--- src/rtl/log2_pkg.sv ---
// Shared definitions for the iterative floor-log2 block: FSM states and default operand width.
package log2_pkg;

  typedef enum logic [1:0] {
    IDLE = 2'd0,
    BUSY = 2'd1,
    DONE = 2'd2
  } log2_state_e;

  localparam int LOG2_WIDTH_DEFAULT = 32;

endpackage

--- src/rtl/log2_iter.sv ---
// Iterative floor(log2(x)): shifts the operand right one bit per cycle until only bit 0 may
// remain set, counting shifts; a sticky OR of shifted-out bits tells whether x was a power of two.
module log2_iter
  import log2_pkg::*;
#(
  parameter  int width_p     = LOG2_WIDTH_DEFAULT,
  localparam int lg_width_lp = $clog2(width_p)
) (
  input  logic                   clk_i,
  input  logic                   reset_n_i,
  input  logic [width_p-1:0]     data_i,
  input  logic                   v_i,
  output logic                   ready_o,
  output logic [lg_width_lp-1:0] log_o,
  output logic                   exact_o,
  output logic                   zero_o,
  output logic                   v_o,
  input  logic                   yumi_i
);

  log2_state_e state_r, state_n;

  logic [width_p-1:0]     shift_r;
  logic [lg_width_lp-1:0] count_r;
  logic                   sticky_r;
  logic                   last_w;

  // Nothing above bit 0 left: count already equals the index of the leading one.
  assign last_w = (shift_r[width_p-1:1] == '0);

  always_ff @(posedge clk_i or negedge reset_n_i) begin
    if (!reset_n_i) state_r <= IDLE;
    else            state_r <= state_n;
  end

  always_comb begin
    state_n = state_r;
    case (state_r)
      IDLE:    if (v_i) state_n = (data_i == '0) ? DONE : BUSY;
      BUSY:    if (last_w) state_n = DONE;
      DONE:    if (yumi_i) state_n = IDLE;
      default: state_n = IDLE;
    endcase
  end

  always_comb begin
    ready_o = (state_r == IDLE);
    v_o     = (state_r == DONE);
  end

  // Result fields are only written when entering DONE, so they hold outside it.
  always_ff @(posedge clk_i or negedge reset_n_i) begin
    if (!reset_n_i) begin
      shift_r  <= '0;
      count_r  <= '0;
      sticky_r <= 1'b0;
      log_o    <= '0;
      exact_o  <= 1'b0;
      zero_o   <= 1'b0;
    end else begin
      case (state_r)
        IDLE: begin
          if (v_i) begin
            if (data_i == '0) begin
              zero_o  <= 1'b1;
              log_o   <= '0;
              exact_o <= 1'b0;
            end else begin
              shift_r  <= data_i;
              count_r  <= '0;
              sticky_r <= 1'b0;
            end
          end
        end
        BUSY: begin
          if (last_w) begin
            log_o   <= count_r;
            exact_o <= ~sticky_r;
            zero_o  <= 1'b0;
          end else begin
            shift_r  <= shift_r >> 1;
            count_r  <= count_r + 1'b1;
            sticky_r <= sticky_r | shift_r[0];
          end
        end
        default: ;
      endcase
    end
  end

endmodule

--- config.mk ---
export PLATFORM = sky130hd
export DESIGN_NAME = log2_iter
export DESIGN_NICKNAME = d
export VERILOG_FILES = /design/src/rtl/log2_pkg.sv /design/src/rtl/log2_iter.sv
export SDC_FILE = /design/constraint.sdc
export NUM_CORES = 1
export LEC_CHECK = 0
export CORE_ASPECT_RATIO = 1.75
export CORE_MARGIN = 2
export CORE_UTILIZATION = 45
export DETAILED_ROUTE_END_ITERATION = 12
export GPL_TIMING_DRIVEN = 0
export PLACE_DENSITY = 0.75
export SYNTH_ARGS = -nofsm -noshare
export SYNTH_HDL_FRONTEND = slang
export SYNTH_SLANG_ARGS = --single-unit
--- constraint.sdc ---
create_clock -name clk_i -period 5.96 [get_ports clk_i]
set_clock_uncertainty 0.15 [all_clocks]
set_input_delay 0.596 -clock clk_i [delete_from_list [all_inputs] [get_ports clk_i]]
set_output_delay 0.596 -clock clk_i [all_outputs]
set_load 0.05 [all_outputs]
Word-level counts from Yosys, hierarchy flattened
Cells that the tools add are included.
{ "totals": {"output_inout_bits": 9, "ff_bits": 47, "input_bits": 36, "word_cells": 54} }
{ "classes": {"n_bitwise": 2, "reduce_logical": 7, "n_eq_ne": 8, "mux": 29, "n_addsub": 1} }
{ "ops": {"columns": ["operator", "count"], "rows": [
  ["32-bit 2-to-1 mux", 3],
  ["32-bit case mux with 2 select lines", 1],
  ["32-bit zero test", 1],
  ["31-bit zero test", 1],
  ["5-bit 2-to-1 mux", 6],
  ["5-bit case mux with 2 select lines", 2],
  ["1-bit 2-to-1 mux", 9],
  ["2-bit 2-to-1 mux", 4],
  ["2-bit != test, second input constant", 4],
  ["4-bit AND reduction", 2],
  ["1-bit case mux with 2 select lines", 3],
  ["2-bit case mux with 3 select lines", 1],
  ["5-bit by 1-bit adder with 5-bit output, second input constant", 1],
  ["2-bit by 1-bit != test with 1-bit output, second input constant", 2],
  ["3-bit AND reduction", 1],
  ["2-bit by 1-bit equality test with 1-bit output, second input constant", 1],
  ["2-bit equality test, second input constant", 1],
  ["2-bit zero test", 1],
  ["2-bit nonzero test", 1],
  ["1-bit NOT", 1],
  ["1-bit OR", 1]
]} }

Longest topological paths before layout
Gate-level depths: netlist of run 1.
{ "depth": {"word_depth": 4, "depth_mapped": 6, "mapped_depth_nobuf": 5} }

Worst setup path before layout of run 1
No wires, ideal clock.
{ "synth_path": {"kind": "register -> register", "start": "register state_r[0]", "end": "register shift_r[10]", "path_buffers": 1, "synth_period_minus_slack_ps": 2404, "stages_incl_launch_ff": 6, "setup_time_ps": 125, "arrival_ps": 2129, "slack_ps": 3556, "required_time_ps": 5685, "cell_sequence": "dfrtp_1 -> nor2_1 -> o211ai_2 -> nand2_4 -> buf_6 -> mux2_4"} }
{ "synth_via": {"elab_chain_cells": 3, "elab_cells_between_ends": 8, "classes_between": "4 x eq/ne; 1 x mux; 3 x reduce/logical"} }
{ "synth_rtl": {"columns": ["item", "line_no", "rtl"], "rows": [
  ["from (decl)", "log2_iter.sv:21", "log2_state_e state_r, state_n;"],
  ["from (signal assigned)", "log2_iter.sv:33", "else state_r <= state_n;"],
  ["2-bit zero test *", null, null],
  ["via ready_o", "log2_iter.sv:13", "output logic ready_o,"],
  ["2-bit != test (no line) or 2-bit nonzero test (tied branches)", null, null],
  ["4-bit AND reduction (no line)", null, null],
  ["to (signal assigned)", "log2_iter.sv:69", "shift_r <= data_i;"],
  ["to (signal assigned)", "log2_iter.sv:81", "shift_r <= shift_r >> 1;"],
  ["to (decl)", "log2_iter.sv:23", "logic [width_p-1:0] shift_r;"]
]} }
Mark *: on every way through the listed nets, which the timed path passes. The rest lies on a longest branch.
A chain may end at the register's enable or synchronous reset.

Final worst setup path of run 1
{ "layout_path": {"start": "input port data_i[19]", "end": "register shift_r[13]"} }
{ "layout_via": {"elab_chain_cells": 3} }
{ "layout_rtl": {"columns": ["item", "line_no", "rtl"], "rows": [
  ["from (decl)", "log2_iter.sv:11", "input logic [width_p-1:0] data_i,"],
  ["32-bit zero test", "log2_iter.sv:64", "if (data_i == '0) begin"],
  ["2-bit != test (no line)", null, null],
  ["4-bit AND reduction (no line)", null, null]
]} }
No other way between the ends.

==> results of run 1 <==
==> cell type report <==
type	instances	area [µm²]	area share, %
Timing Repair Buffer	45	455	14.5
Sequential cell	47	1180	37.4
Multi-Input combinational cell	186	1210	38.6
Tap cell	74	92.6	2.95
Clock buffer	8	100	3.18
Buffer	12	67.6	2.15
Inverter	10	37.5	1.19
==> path summary, 6_finish.rpt <==
check	to	slack (ns)	cells after the start
max	shift_r[13]	3.20	7
min	exact_o	0.07	1
max reg2reg	shift_r[13]	3.63	6
min reg2reg	count_r[4]	0.33	1
max in group asynchronous	shift_r[20]	5.08	2
min in group clk_i	count_r[4]	0.33	1
==> per-layer routing <==
metal	part of all wire (%)	wire length (µm)	global-route usage [%]
met3	3.0	159	3.76
met4	3.3	175	9.57
met2	53	2760	32.0
met5	0	0	0
met1	41	2150	22.2
==> critical path, stage by stage <==
cell	delay [ns]
clkdlybuf4s50_1	0.42
nor4_1	0.47
nand4_1	0.28
o211ai_2	0.34
nand2_4	0.16
buf_6	0.20
mux2_4	0.31
==> kinds of logic after synthesis <==
logic type / after synthesis / synth area share [%]
adders and majority gates: 1 / 0.501
DFF: 47 / 47.1
buffers and inverters: 22 / 4.21
muxes: 39 / 20.7
and+or+nand+nor: 132 / 22.7
AOI/OAI and AO/OA: 14 / 4.76
==> registers in the layout, summed over array words and instances (netlist names) <==
register,count
count_r,5
sticky_r,1
state_r,2
shift_r,32
zero_o,1
log_o,5
exact_o,1
==> metrics by stage <==
| step | setup slack, ns | power, mW | instances |
|---|---|---|---|
| final | 3.20 | 1.10 | 382 |
| after global routing | 3.14 | 1.17 | 382 |
| after CTS | 3.22 | 1.11 | 382 |
| after detailed placement | 2.91 | 0.900 | 374 |
| after global placement | 2.82 | 0.884 | 373 |
| after floorplan | 3.56 | 0.793 | 255 |
==> power groups by stage <==
stage,clock (mW),sequential [mW],combinational [mW]
6_report,0.207,0.532,0.362
5_1_grt,0.220,0.545,0.409
4_1_cts,0.210,0.531,0.367
3_5_place_dp,0,0.534,0.365
3_3_place_gp,0,0.533,0.351
2_1_floorplan,0,0.505,0.287
==> placed cells by master (no fill, tap or decap), types with 4 or more instances in the layout <==
cell type        instances
nand2_1                 99
clkdlybuf4s50_1         43
mux2_2                   8
mux2_4                  23
dfrtp_1                 47
nand4_1                  4
mux2i_1                  8
nor2_1                   4
clkbuf_1                 9
clkbuf_8                 7
nor4_1                  15
inv_1                   10
==> impl_metrics.csv, run 1 <==
group,metric,value,unit
sta,report.final.hold_viol_count,0,
yosys,synth_nets,292,
floorplanning,core_region_area,0.00530,mm²
power_and_ir_drop,seqPwrFrac,48.3,%
clock_tree,clk_latency,0.29,ns
critical_path,crit_arrival,2.79,ns
global_routing,first_global_vias,1973,
yosys,yosysSeqAreaShare,47.1,%
power_and_ir_drop,p_int,754,µW
routing,first_iter_violations,30,
critical_path,end_kind,"register",
routing,via_per_inst,5.04,
yosys,ys_ff_latch,47,
floorplanning,die_h,103,µm
sta,max_slew.worst_pin.slew,0.616,ns
run,max_cap_viol_count,0,
cells_and_area,final_nets,344,
clock_tree,clockRootBuffer,"clkbuf_8",
sta,setup_tns,0,ns
clock_tree,htreeDepth,2,
placed_design,placed_area,0.00304,mm²
clock_tree,cts.clk_slew.worst_paths,0.09,ns
yosys,async_reset_ff_share,100,%
routing,remaining_drc_errors,0,
sta,setup_viol,0,
floorplanning,die_area,0.00618,mm²
critical_path,cp.required,5.99,ns
cells_and_area,drive_gt1_share,16.2,%
power_and_ir_drop,ir_drop,217,µV
clock_tree,cts_resized,0,
global_routing,grt_overflow,0,
cells_and_area,syn2layout_area_growth,26.0,%
floorplanning,start_util,47.1,%
yosys,synth_most_common_cell,"nand2_1",
cells_and_area,fin_area,0.00314,mm²
floorplanning,ios,45,
routing,via_count,1924,
sta,hold_slack,0.0747,ns
sta,fin_crit,2.76,ns
yosys,synth_ff_type,"dfrtp_1",
yosys,synth_top_area_cell,"dfrtp_1",
critical_path,rr_startpoint,"shift_r[5]",
global_routing,grt_max_degree,31,
critical_path,worstPathMaxFanout,10,
yosys,synth_cell_types,29,
power_and_ir_drop,clockPowerShare,18.8,%
critical_path,worstSetupPathType,"in2reg",
critical_path,critPathLaunch,"data_i[19]",
placed_design,io_buffer_count,44,
yosys,synth_edf_count,0,
clock_tree,cts_tree,"yes",
yosys,netlist_area,0.00249,mm²
power_and_ir_drop,p_per_area,351,mW/mm²
power_and_ir_drop,combPwrFrac,32.9,%
sta,slew-limit-headroom,58.8,%
routing,post_drt_wl_per_cell,13.7,µm
outcome,status,"complete, no violations",
yosys,synth_cells,255,
yosys,syn_avg_cell_area,9.78,µm²
critical_path,startpoint_type,"input pin",
sta,report.final.slew_viol_count,0,
clock_tree,clkSinkCount,47,
hold_path,hold_class,"in2async",
cells_and_area,final_core_utilization,59.3,%
routing,drtPass1Iterations,4,
clock_tree,cts_setup_buffers,0,
floorplanning,rows,35,
cells_and_area,antennaDiodeCount,0,
power_and_ir_drop,switching_power,348,µW
clock_tree,cts_made_buffers,5,
yosys,yosys_warnings,0,
sta,clock.fmax,0.363,GHz
global_routing,grtUsageTotal,18.9,%
routing,wl,5240,µm
routing,ant_nets,0,
clock_tree,hold_buffers,0,
yosys,synth_top_cell_area_share,47.1,%
yosys,synth_area_leaders,"dfrtp_1 47%, nand2_1 15%, mux2_4 14%",
power_and_ir_drop,swShare,31.6,%
cells_and_area,nFillCells,468,
global_routing,antenna_found_initial,0,
power_and_ir_drop,p_leak,1.61,nW
sta,fin_crit_sh,46.2,%
placed_design,dp_hpwl,4050,µm
sta,rsz0062_at_grt,"false",
placed_design,place_congestion,0.872,
yosys,netlist_top_cells_count,"99 x nand2_1, 47 x dfrtp_1, 23 x mux2_4",
global_routing,grt_pass1_wl,8730,µm
floorplanning,die_w,60.3,µm
clock_tree,cts_buffer_depth,2,
Power figures use the tool's default switching activity.
==> inputs of run 2 (changes only) <==
==> constraint.sdc (replaced) <==
create_clock -name clk_i -period 2.9 [get_ports clk_i]
set_clock_uncertainty 0.15 [all_clocks]
set_input_delay 0.29 -clock clk_i [delete_from_list [all_inputs] [get_ports clk_i]]
set_output_delay 0.29 -clock clk_i [all_outputs]
set_load 0.05 [all_outputs]
==> run 2 against run 1 <==
Against the previous run: global-route usage about the same; final area increased by 0.32%; die area unchanged; clock power increased by 110%; register-to-register slack got worse by 3.1 ns; sequential share of layout area decreased by 0.12 points; wire length decreased by 0.11%; power increased by 110%; largest cell class unchanged; largest power group unchanged; highest routed layer unchanged.
==> impl_metrics.csv, run 2 (same netlist as run 1, synthesis figures left out) <==
group,metric,value,unit
global_routing,grt_overflow,0,
cells_and_area,mostFrequentLayoutCell,"nand2_1",
sta,rsz0062_at_grt,"false",
routing,ant_nets,0,
clock_tree,clkSinkCount,47,
routing,via_count,1929,
power_and_ir_drop,seqPwrFrac,48.3,%
clock_tree,cts_resized,0,
floorplanning,die_h,103,µm
floorplanning,rows,35,
run,max_cap_viol_count,0,
sta,max_slew.worst_pin.slew,0.606,ns
critical_path,worstSetupPathType,"in2reg",
critical_path,crit_arrival,2.47,ns
clock_tree,clk_latency,0.29,ns
cells_and_area,largest_reg_flops,32,
routing,via_per_inst,5.04,
critical_path,path_cells,"clkdlybuf4s50_1 > nor4_1 > nand4_1 > o211ai_2 > nand2_4 > buf_6 > mux2_4",
power_and_ir_drop,clockPowerShare,18.8,%
floorplanning,ios,45,
critical_path,cp_slowest_cell,"nor4_1",
sta,setup_tns,0,ns
clock_tree,htreeDepth,2,
floorplanning,die_w,60.3,µm
critical_path,startpoint_type,"input pin",
floorplanning,die_area,0.00618,mm²
routing,post_drt_wl_per_cell,13.7,µm
routing,drtPass1Iterations,4,
clock_tree,cts.clk_slew.worst_paths,0.09,ns
outcome,status,"complete, no violations",
global_routing,first_global_vias,1976,
hold_path,hold_class,"in2async",
cells_and_area,syn2layout_area_growth,26.4,%
placed_design,dp_hpwl,4050,µm
routing,first_iter_violations,32,
placed_design,place_congestion,0.872,
power_and_ir_drop,p_per_area,718,mW/mm²
power_and_ir_drop,swShare,31.5,%
sta,fin_crit_sh,84.1,%
floorplanning,core_region_area,0.00530,mm²
critical_path,path_buf_inv,2,
critical_path,end_kind,"register",
clock_tree,cts_made_buffers,5,
cells_and_area,final_cells,383,
cells_and_area,mostFrequentLayoutCells,"99 x nand2_1, 47 x dfrtp_1, 43 x clkdlybuf4s50_1",
clock_tree,cts_tree,"yes",
power_and_ir_drop,p_int,1.55,mW
clock_tree,clockRootBuffer,"clkbuf_8",
cells_and_area,top_register,"shift_r",
sta,setup_viol,0,
critical_path,worstPathMaxFanout,10,
power_and_ir_drop,ir_drop,447,µV
floorplanning,start_util,47.1,%
critical_path,cp.required,2.93,ns
sta,slew-limit-headroom,59.4,%
global_routing,grt_pass1_wl,8740,µm
sta,report.final.slew_viol_count,0,
cells_and_area,nFillCells,470,
power_and_ir_drop,combPwrFrac,32.9,%
cells_and_area,reg_top3,"shift_r (32), count_r (5), log_o (5)",
cells_and_area,antennaDiodeCount,0,
power_and_ir_drop,switching_power,714,µW
cells_and_area,final_nets,345,
routing,remaining_drc_errors,0,
placed_design,io_buffer_count,44,
global_routing,antenna_found_initial,0,
critical_path,critPathTopFamily,"simple AND/OR/NAND/NOR gates",
critical_path,max_stage_delay,0.47,ns
sta,clock.fmax,0.410,GHz
cells_and_area,drive_gt1_share,16.2,%
sta,fin_crit,2.44,ns
clock_tree,cts_buffer_depth,2,
routing,wl,5230,µm
placed_design,dp_cells,374,
global_routing,grt_max_degree,31,
global_routing,grtUsageTotal,19.0,%
sta,report.final.hold_viol_count,0,
power_and_ir_drop,p_leak,1.61,nW
-- run 2: changes by cell type in the layout (fill, tap and decap cells not counted), sizes merged --
cell / change
dlygate4sd3: +1
-- run 2: metal layers --
layer / part of all wire [%] / track usage [%] / up-vias
met5: 0 / 0 / -
met4: 3.3 / 9.57 / 0
met3: 2.9 / 3.76 / 12
met2: 53 / 32.0 / 38
met1: 41 / 22.3 / 919
li1: - / - / 960
-- run 2: power groups by stage --
stage               clock, mW  sequential (mW)  combinational, mW
CTS                     0.432             1.09              0.754
global route            0.453             1.12              0.841
finish                  0.426             1.09              0.745
floorplan                   0             1.04              0.591
detailed placement          0             1.10              0.751
global placement            0             1.10              0.721
-- run 2: worst paths after layout --
kind                       startpoint           to  slack [ns]  depth (start not counted)
min                         reset_n_i      exact_o        0.31                          2
max reg2reg                shift_r[5]  shift_r[13]        0.57                          6
min in group clk_i         count_r[4]   count_r[4]        0.33                          1
max                        data_i[19]  shift_r[13]        0.46                          7
min reg2reg                count_r[4]   count_r[4]        0.33                          1
max in group asynchronous   reset_n_i  shift_r[20]        1.79                          3
-- run 2: timing repair --
| item | CTS | global route |
|---|---|---|
| hold buffers | 1 | 0 |
| endpoints found under the hold margin | 17 | 0 |
| buffers inserted | 0 | 0 |
-- run 2: area by class of cell --
cell class | count | area, µm² | share of cell area [%]
Timing Repair Buffer | 46 | 465 | 14.8
Inverter | 10 | 37.5 | 1.19
Sequential cell | 47 | 1180 | 37.3
Clock buffer | 8 | 100 | 3.17
Multi-Input combinational cell | 186 | 1210 | 38.5
Tap cell | 74 | 92.6 | 2.94
Buffer | 12 | 67.6 | 2.14
-- run 2: worst reg2reg max path: stages (launching register included) --
cell     delay [ns]
dfrtp_1        0.40
nor4_1         0.41
nand4_1        0.26
o21ai_4        0.33
nand2_4        0.17
buf_6          0.20
mux2_4         0.31
-- run 2: metrics by stage --
stage	power (mW)	area, µm²	util (%)	hold WS, ns	worst slack (ns)
finish	2.26	3150	59.5	0.310	0.462
global route	2.41	3150	59.5	0.350	0.389
CTS	2.28	3150	59.5	0.315	0.461
detailed placement	1.85	3040	57.4	0.0987	0.157
global placement	1.82	3030	57.1	0.303	0.0701
floorplan	1.63	2490	-	-0.156	0.496
==> inputs of run 3 (changes only) <==
--- a/config.mk
+++ b/config.mk
@@ -10,7 +10,7 @@
 export CORE_UTILIZATION = 45
 export DETAILED_ROUTE_END_ITERATION = 12
 export GPL_TIMING_DRIVEN = 0
-export PLACE_DENSITY = 0.75
+export PLACE_DENSITY = 0.78
 export SYNTH_ARGS = -nofsm -noshare
 export SYNTH_HDL_FRONTEND = slang
 export SYNTH_SLANG_ARGS = --single-unit
==> constraint.sdc (replaced) <==
create_clock -name clk_i -period 2.01 [get_ports clk_i]
set_clock_uncertainty 0.15 [all_clocks]
set_input_delay 0.201 -clock clk_i [delete_from_list [all_inputs] [get_ports clk_i]]
set_output_delay 0.201 -clock clk_i [all_outputs]
set_load 0.05 [all_outputs]
==> run 3 against run 2 <==
Against the previous run: the flow now finishes with violations (setup timing); worst hold slack got worse by 0.066 ns; critical path depth unchanged; core utilization increased by 6.0 points; register-to-register slack got worse by 0.69 ns; combinational power increased by 72%; largest power group unchanged.
==> impl_metrics.csv, run 3 (same netlist as run 1, synthesis figures left out) <==
group,metric,value,unit
placed_design,dp_hpwl,4220,µm
floorplanning,ios,45,
clock_tree,clkSinkCount,47,
hold_path,hold_class,"in2async",
floorplanning,start_util,47.1,%
critical_path,cp.required,2.04,ns
power_and_ir_drop,ir_drop,602,µV
sta,slew-limit-headroom,66.6,%
cells_and_area,reg_top3,"shift_r (32), count_r (5), log_o (5)",
sta,rsz0062_at_grt,"true",
routing,post_drt_wl_per_cell,15.2,µm
critical_path,path_buf_inv,2,
global_routing,first_global_vias,2013,
routing,via_per_inst,5.11,
floorplanning,die_w,60.3,µm
critical_path,end_kind,"register",
routing,first_iter_violations,51,
placed_design,place_congestion,0.795,
cells_and_area,final_core_utilization,65.5,%
cells_and_area,antennaDiodeCount,0,
cells_and_area,top_register,"shift_r",
clock_tree,clockRootBuffer,"clkbuf_8",
routing,wl,6010,µm
routing,ant_nets,0,
clock_tree,cts.clk_slew.worst_paths,0.09,ns
floorplanning,die_h,103,µm
cells_and_area,largest_reg_flops,32,
sta,setup_viol,33,
sta,clock.fmax,0.470,GHz
clock_tree,clk_latency,0.30,ns
power_and_ir_drop,p_per_area,1070,mW/mm²
global_routing,antenna_found_initial,0,
sta,fin_crit,2.13,ns
critical_path,crit_arrival,2.16,ns
sta,layout_setup_ws,-0.118,ns
sta,report.final.hold_viol_count,0,
critical_path,worstSetupPathType,"reg2reg",
clock_tree,cts_tree,"yes",
sta,report.final.slew_viol_count,0,
clock_tree,cts_buffer_depth,2,
critical_path,worstPathMaxFanout,10,
cells_and_area,final_cells,396,
cells_and_area,mostFrequentLayoutCells,"99 x nand2_1, 47 x dfrtp_1, 39 x clkdlybuf4s50_1",
critical_path,reg2reg_slack,-0.12,ns
routing,drtPass1Iterations,4,
critical_path,startpoint_type,"register",
sta,setup_tns,-3.04,ns
placed_design,dpl_worst_slack,-0.643,ns
critical_path,path_cells,"nor4_1 > nand4_1 > buf_4 > o21ai_4 > nand2_4 > buf_12 > mux2_4",
critical_path,max_stage_delay,0.42,ns
placed_design,placed_area,0.00305,mm²
placed_design,dp_cells,374,
clock_tree,cts_made_buffers,5,
cells_and_area,drive_gt1_share,23.3,%
power_and_ir_drop,p_leak,1.74,nW
outcome,status,"finished, violations left",
sta,hold_slack,0.244,ns
critical_path,cp_slowest_cell,"dfrtp_1",
routing,via_count,2025,
cells_and_area,fin_area,0.00347,mm²
floorplanning,rows,35,
power_and_ir_drop,total_power,3.72,mW
outcome,violations,"setup timing",
global_routing,grt_pass1_wl,9720,µm
cells_and_area,final_nets,358,
clock_tree,htreeDepth,2,
cells_and_area,syn2layout_area_growth,39.2,%
sta,max_slew.worst_pin.slew,0.500,ns
floorplanning,die_area,0.00618,mm²
placed_design,io_buffer_count,44,
sta,fin_crit_sh,106,%
critical_path,critPathTopFamily,"simple AND/OR/NAND/NOR gates",
global_routing,grtUsageTotal,21.3,%
cells_and_area,mostFrequentLayoutCell,"nand2_1",
global_routing,grt_max_degree,29,
run,max_cap_viol_count,0,
routing,remaining_drc_errors,0,
global_routing,grt_overflow,0,
floorplanning,core_region_area,0.00530,mm²
run 3: cell types whose count changed in the layout (fill, tap and decap cells not counted), sizes merged:
cell           delta
bufinv            +2
clkdlybuf4s50     -4
clkbuf            -2
dlygate4sd2       +4
buf              +13
run 3: per-layer routing:
metal | part of all wire [%] | GRT usage (%)
met1 | 38 | 24.9
met3 | 3.3 | 3.14
met2 | 56 | 38.6
met5 | 0 | 0
met4 | 2.6 | 7.52
run 3: where the power goes:
group	internal, mW	switching, mW
logic	0.765	0.512
registers	1.28	0.358
clock network	0.497	0.309
total	2.54	1.18
run 3: final timing paths:
check | start | end | cells after the start
hold / removal | reset_n_i | exact_o | 2
min in group clk_i | data_i[8] | shift_r[8] | 4
setup reg to reg | shift_r[31] | shift_r[10] | 7
max in group asynchronous | reset_n_i | shift_r[8] | 3
setup / recovery | shift_r[31] | shift_r[10] | 7
hold reg to reg | count_r[4] | count_r[4] | 1
run 3: layout make-up:
cell class | count | area [µm²]
tap | 74 | 92.6
multi-input combinational | 186 | 1360
sequential | 47 | 1180
clock inverter | 2 | 60.1
clock buffer | 6 | 72.6
fill | 410 | 1830
timing repair buffer | 59 | 586
inverter | 10 | 37.5
buffer | 12 | 88.8
run 3: worst reg2reg max path, cell delays in order, from the launching register on:
cell and delay, ns:
dfrtp_1 0.42, nor4_1 0.32, nand4_1 0.13, buf_4 0.17, o21ai_4 0.18, nand2_4 0.15
buf_12 0.19, mux2_4 0.30
run 3: timing repair:
action,in CTS,in global routing
pin swaps,9,5
setup endpoints to repair,47,43
hold buffers,1,0
endpoints found under the hold margin,19,0
gates resized for setup,24,7
gates cloned,1,0
setup buffers,10,3
